==> src/rtl/serial_pattern_detector.sv <==
// Serial bit-pattern detector: compares the most recent len_r accepted bits
// against a loadable pattern, emits a registered match pulse and counts matches.
module serial_pattern_detector #(
    parameter int PAT_W = 3,
    parameter int CNT_W = 8,
    parameter int LEN_W = $clog2(PAT_W + 1)
) (
    input  logic             clk,
    input  logic             reset,
    input  logic             in_valid,
    input  logic             in,
    input  logic             cfg_load,
    input  logic [PAT_W-1:0] cfg_pattern,
    input  logic [LEN_W-1:0] cfg_len,
    input  logic             cfg_overlap,
    input  logic             cnt_clr,
    output logic             match,
    output logic [CNT_W-1:0] match_count
);

    // Handshake: a bit is taken on every rising edge where in_valid=1 and
    // cfg_load=0; there is no ready, the block never stalls the source.

    logic [PAT_W-1:0] pat_r;
    logic [LEN_W-1:0] len_r;
    logic             ovl_r;
    logic [PAT_W-1:0] hist;
    logic [LEN_W-1:0] fill;

    logic             accept;
    logic [PAT_W-1:0] hist_next;
    logic [LEN_W-1:0] fill_next;
    logic [PAT_W-1:0] len_mask;
    logic [LEN_W-1:0] len_load;
    logic             hit;

    assign accept    = in_valid && !cfg_load;
    assign hist_next = {hist[PAT_W-2:0], in};
    assign fill_next = (fill == LEN_W'(PAT_W)) ? fill : fill + LEN_W'(1);

    // Only the low len_r bits take part in the compare.
    always_comb begin
        len_mask = '0;
        for (int i = 0; i < PAT_W; i++) begin
            len_mask[i] = (LEN_W'(i) < len_r);
        end
    end

    always_comb begin
        len_load = cfg_len;
        if (cfg_len == '0) begin
            len_load = LEN_W'(1);
        end else if (cfg_len > LEN_W'(PAT_W)) begin
            len_load = LEN_W'(PAT_W);
        end
    end

    assign hit = accept && (fill_next >= len_r) &&
                 (((hist_next ^ pat_r) & len_mask) == '0);

    always_ff @(posedge clk) begin
        if (reset) begin
            pat_r <= PAT_W'(3'b101);
            len_r <= LEN_W'(3);
            ovl_r <= 1'b1;
            hist  <= '0;
            fill  <= '0;
            match <= 1'b0;
        end else if (cfg_load) begin
            pat_r <= cfg_pattern;
            len_r <= len_load;
            ovl_r <= cfg_overlap;
            hist  <= '0;
            fill  <= '0;
            match <= 1'b0;
        end else begin
            match <= hit;
            if (accept) begin
                hist <= hist_next;
                // Non-overlap mode restarts the fill so the next match needs len_r new bits.
                fill <= (hit && !ovl_r) ? '0 : fill_next;
            end
        end
    end

    always_ff @(posedge clk) begin
        if (reset) begin
            match_count <= '0;
        end else if (cnt_clr) begin
            match_count <= hit ? CNT_W'(1) : '0;
        end else if (hit && (match_count != '1)) begin
            match_count <= match_count + CNT_W'(1);
        end
    end

endmodule
==> config.mk <==
export PLATFORM = sky130hd
export DESIGN_NAME = serial_pattern_detector
export DESIGN_NICKNAME = d
export VERILOG_FILES = /design/src/rtl/serial_pattern_detector.sv
export SDC_FILE = /design/constraint.sdc
export NUM_CORES = 1
export LEC_CHECK = 0
export ABC_AREA = 1
export BUFFER_PORTS_ARGS = -buffer_cell sky130_fd_sc_hd__buf_2
export CORE_MARGIN = 2
export CORE_UTILIZATION = 32
export CTS_CLUSTER_SIZE = 20
export DETAILED_ROUTE_END_ITERATION = 16
export PLACE_DENSITY = 0.63
export SLEW_MARGIN = 5
export SYNTH_ARGS = -nofsm -noshare
export SYNTH_HDL_FRONTEND = slang
export SYNTH_SLANG_ARGS = --single-unit
==> constraint.sdc <==
create_clock -name clk -period 1.3 [get_ports clk]
set_input_delay 0.13 -clock clk [delete_from_list [all_inputs] [get_ports clk]]
set_output_delay 0.13 -clock clk [all_outputs]
set_load 0.05 [all_outputs]
Yosys cells after proc, flatten, opt, wreduce, memory -nomap -nowiden
Cells that the tools add are included.
- register bits: 19
- add/subtract/negate cells: 2
- order comparisons: 5
- equality and inequality tests: 2
- muxes and demuxes: 7
- bitwise operators: 2
- reduce and logical (&&, ||, !) cells: 11
- operators with widths (cell ; count):
    two-way mux 8 bit ; 2
    adder 8 x 1 -> 8 bit, second input constant ; 1
    two-way mux 2 bit ; 4
    != test 8 bit, second input constant ; 1
    logical AND 1 bit ; 5
    less-than comparator 1 x 2 -> 1 bit, first input constant ; 2
    bitwise AND 3 bit ; 1
    logical NOT 3 bit ; 1
    XOR 3 bit ; 1
    adder 2 x 1 -> 2 bit, second input constant ; 1
    equality test 2 bit, second input constant ; 1
    greater-or-equal comparator 2 bit ; 1
    > comparator 2 bit, second input constant ; 1
    logical NOT 1 bit ; 2
    logical NOT 2 bit ; 1
    less-than comparator 2 bit, first input constant ; 1
    nonzero test 2 bit ; 1
    OR reduction 2 bit ; 1
    two-way mux 1 bit ; 1

Depth between registers and ports, before layout
- word-level depth: 8
- depth in mapped cells: 13

Worst setup path after synthesis
Ideal clock, no wire load.
- path type: reg-to-reg
- start: reg match_count[0]
- end: reg match_count[7]
- data arrival time: 1.718 ns
- required time: 1.185 ns
- path slack: -0.533 ns
- cell stages (with the launch flop): 8
- path buffers: 0
- period minus slack after synthesis: 1.833 ns
- path through: dfxtp_1 > ha_1 > nand2_2 > nor2_4 > nand4_4 > nand3_4 > nand2_1 > o21a_1
- cells in the longest elaborated chain, start to end: 3
- elaborated cells on any way between the ends: 6
- RTL lines (element ; RTL line ; text):
    start, declared ; 18 ; output logic [CNT_W-1:0] match_count
    start signal, assigned ; 90 ; match_count <= hit ? CNT_W'(1) : '0;
    start signal, assigned ; 92 ; match_count <= match_count + CNT_W'(1);
    adder 8 x 1 -> 8 bit or != test 8 bit (tied branches) ; 92, 91 ;
    two-way mux 8 bit or logical AND 1 bit (tied branches) ; 91 ; end else if (hit && (match_count != '1)) begin
    two-way mux 8 bit or nonzero test 2 bit (tied branches) ; n/a ;
Parallel ways exist; a longest one is shown, timed or not. The select of a mux whose other input is x is not followed.
A chain may end at the register's enable or synchronous reset.

Worst setup path in the final report
- start: reg fill[1]
- end: reg match_count[2]
- cells in the longest elaborated chain, start to end: 7
- elaborated cells on any way between the ends: 8
- RTL lines (element ; RTL line ; text):
    start, declared ; 28 ; logic [LEN_W-1:0] fill;
    start signal, assigned ; 81 ; fill <= (hit && !ovl_r) ? '0 : fill_next;
    adder 2 x 1 -> 2 bit or equality test 2 bit (tied branches) ; 39 ; assign fill_next = (fill == LEN_W'(PAT_W)) ? fill : fill + LEN_W'(1);
    two-way mux 2 bit * ; 39 ;
    greater-or-equal comparator 2 bit * ; 58 ; assign hit = accept && (fill_next >= len_r) &&
    logical AND 1 bit * (2 in a row) ; 58 ;
    logical AND 1 bit * ; 91 ;
    nonzero test 2 bit (no source line) * ; n/a ;
Every way passes the cells marked *; elsewhere a longest branch is shown, timed or not.

==> results.toml <==
[detailed_routing]
wl_microns = 2620
wl_per_cell_microns = 11.1
vias_per_cell = 4.75
firstDrtPassIters = 4
drc = 0
drtIter0Drc = 27
num_vias = 1116
postRouteAntennaNets = 0

[clock_tree]
clockBufferDepth = 2
clk-insertion-delay-late_ps = 300
clk_pin_slew_ps = 110
tritoncts.num_buffers = 3
cts_htree_levels = 1
tritoncts = "built"
cts_root_buffer = "clkbuf_4"
clkSinkCount = 19

[status]
status = "complete, but fails checks"
violations = "setup timing"

[layout]
nFillCells = 335
postLayoutCellArea_sq_um = 1480
drive_above_1_share_pct = 41.4
area_growth_syn_to_layout_pct = 39.6
nets = 207
instances_no_fill = 235
diodes = 0

[synthesis]
yosysTopAreaCell = "dfxtp_1"
synthCells = 150
yosysSeqAreaShare_pct = 35.9
synthDistinctLibCells = 28
synth_warnings = 0
ys_seq_elements = 19
synth_area_leaders = "dfxtp_1 (36%), nand2_1 (11%), inv_1 (8.5%), nand3_1 (7.6%), a21oi_1 (6.1%)"
synth_top_area_share_pct = 35.9
syn-num-nets = 165
avgSynthCellArea_sq_um = 7.06
netlist_area_sq_um = 1060

[worst_setup_path]
cp_common_cell = "nand2_1"
required_ps = 1500
crit_fanout = 8
worst-path-buf-inv = 2
timing.critical_path.cells = "inv_2 > nand2_2 > ha_4 > nand2_1 > nand3_2 > nand2_1 > nor2_2 > nand3_4 > nand2_2 > nand2_1 > o21ai_1 > inv_1"
arrival_ps = 1770
crit_cells = 12
path_class = "register to register"
worst_setup_path_end_kind = "register"
start_kind = "register"
critPathSlowestCell = "dfxtp_2"
max_stage_delay_ps = 350
r2r_cells = 12
crit_family = "simple AND/OR/NAND/NOR gates"

[placement]
dp_cells = 228
place_hpwl_microns = 2010
gp_congestion = 0.853
placed_area_sq_um = 1390
place_ws_ps = -247
portBuffers = 20

[timing]
worst_pin_slew_ps = 312
finalCritPeriodShare_pct = 120
layout_setup_ws_ps = -263
max_freq_ghz = 0.640
rsz0062_at_grt = "true"
slew_violations = 0
finalHoldWorstSlack_ps = 36.4
fin_skew_ps = 6.68
finalHoldViolCount = 0
finalSetupTns_ps = -2370
fin_crit_ps = 1560
setup_viol = 11
maxSlewHeadroom_pct = 79.1

[grt]
grt_use_total_pct = 15.4
antenna_found_initial = 0
grt_max_degree = 14
gr-total-overflow = 0
grt_pass1_vias = 1104
grt_pass1_wl_microns = 4380

[worst_hold_path]
hold-path-cell-count = 3
holdCritPathClass = "primary input to register"

[floorplan]
fp.dieArea_sq_um = 3780
core_sq_um = 3100
io_pins = 21
rows = 20
fp.dieW_microns = 61.5
initial_core_util_pct = 34.1
die-height_microns = 61.5

[job]
cap_violations = 0

[pwr]
vdd_drop_max_uv = 342
power.density_nw_per_um2 = 777
p_leak_nw = 0.735
## state kept, by name, summed over array words and instances (netlist names)
name	flops
hist	2
ovl_r	1
match_count	8
len_r	2
match	1
pat_r	3
fill	2
## cell families after synthesis
family | count (synthesis) | share of synthesized area (%)
AND/OR/NAND/NOR | 75 | 37.6
buffers and inverters | 28 | 9.93
AO/OA/AOI/OAI | 23 | 11.3
flip-flops | 19 | 35.9
adder cells (fa/ha/maj) | 3 | 3.55
XOR/XNOR | 2 | 1.66
## worst register-to-register path: stages (launching register included)
cell,delay (ps)
dfxtp_2,350
inv_2,60
nand2_2,70
ha_4,270
nand2_1,60
nand3_2,80
nand2_1,80
nor2_2,130
nand3_4,130
nand2_2,90
nand2_1,50
o21ai_1,60
inv_1,40
## synthesized netlist by cell type, drive strengths merged
cell type	number
ha	3
nor3	3
nand2	33
clkbuf	1
o21a	1
clkinv	1
nor4	1
dfxtp	19
o211ai	1
nand3b	1
xor2	2
nand3	17
inv	25
and3	1
nand4	5
or2	1
nor2	13
a21oi	13
o21ai	8
buf	1
## where the power goes
part           switching, mW  internal (mW)
Clock                  0.188          0.115
Combinational          0.136         0.0929
Sequential            0.0164          0.599
## area by class of cell
cell class,instances,area [sq um],share of cell area [%]
clock buffer,3,22.5,1.52
sequential,19,399,27.0
inverter,26,97.6,6.60
clock inverter,1,5.00,0.339
tap,44,55.1,3.73
timing repair buffer,39,255,17.3
multi-input combinational,103,643,43.5
## timing repair
item,4_1_cts,5_1_grt
buffers inserted,2,1
pin swaps,3,2
resized for setup,7,2
endpoints found under the setup margin,11,11
hold buffers,0,0
## cell usage in the layout, fill, tap and decap left out, types with 3 or more instances in the layout
| master | instances |
|---|---|
| nand3_1 | 14 |
| inv_2 | 3 |
| nor2_4 | 3 |
| inv_1 | 22 |
| nand4_1 | 4 |
| nand2_2 | 7 |
| dfxtp_2 | 6 |
| dfxtp_4 | 3 |
| buf_2 | 20 |
| a21oi_1 | 11 |
| buf_4 | 18 |
| clkbuf_4 | 3 |
| dfxtp_1 | 10 |
| o21ai_0 | 7 |
| nor2_1 | 8 |
| nand2_1 | 26 |
## final timing paths
kind	from	end	slack, ps
setup / recovery	fill[1]	match_count[2]	-260
hold / removal	cfg_pattern[0]	pat_r[0]	40
setup reg to reg	fill[1]	match_count[2]	-260
hold reg to reg	ovl_r	ovl_r	490
## per-layer routing
metal / routed length, microns / GRT usage [%] / vias up
li1: - / - / 571
met1: 1130 / 16.2 / 523
met2: 1370 / 30.5 / 18
met3: 95 / 1.89 / 4
met4: 28 / 5.47 / 0
met5: 0 / 0 / -
## per-stage QoR
| step | total power [mW] | utilization [%] |
|---|---|---|
| global route | 1.22 | 47.6 |
| finish | 1.15 | 47.6 |
| floorplan | 0.758 | - |
| CTS | 1.17 | 47.2 |
| detailed placement | 0.839 | 44.6 |
| global placement | 0.832 | 44.6 |
Note: power is estimated with default switching activity, not from simulation.
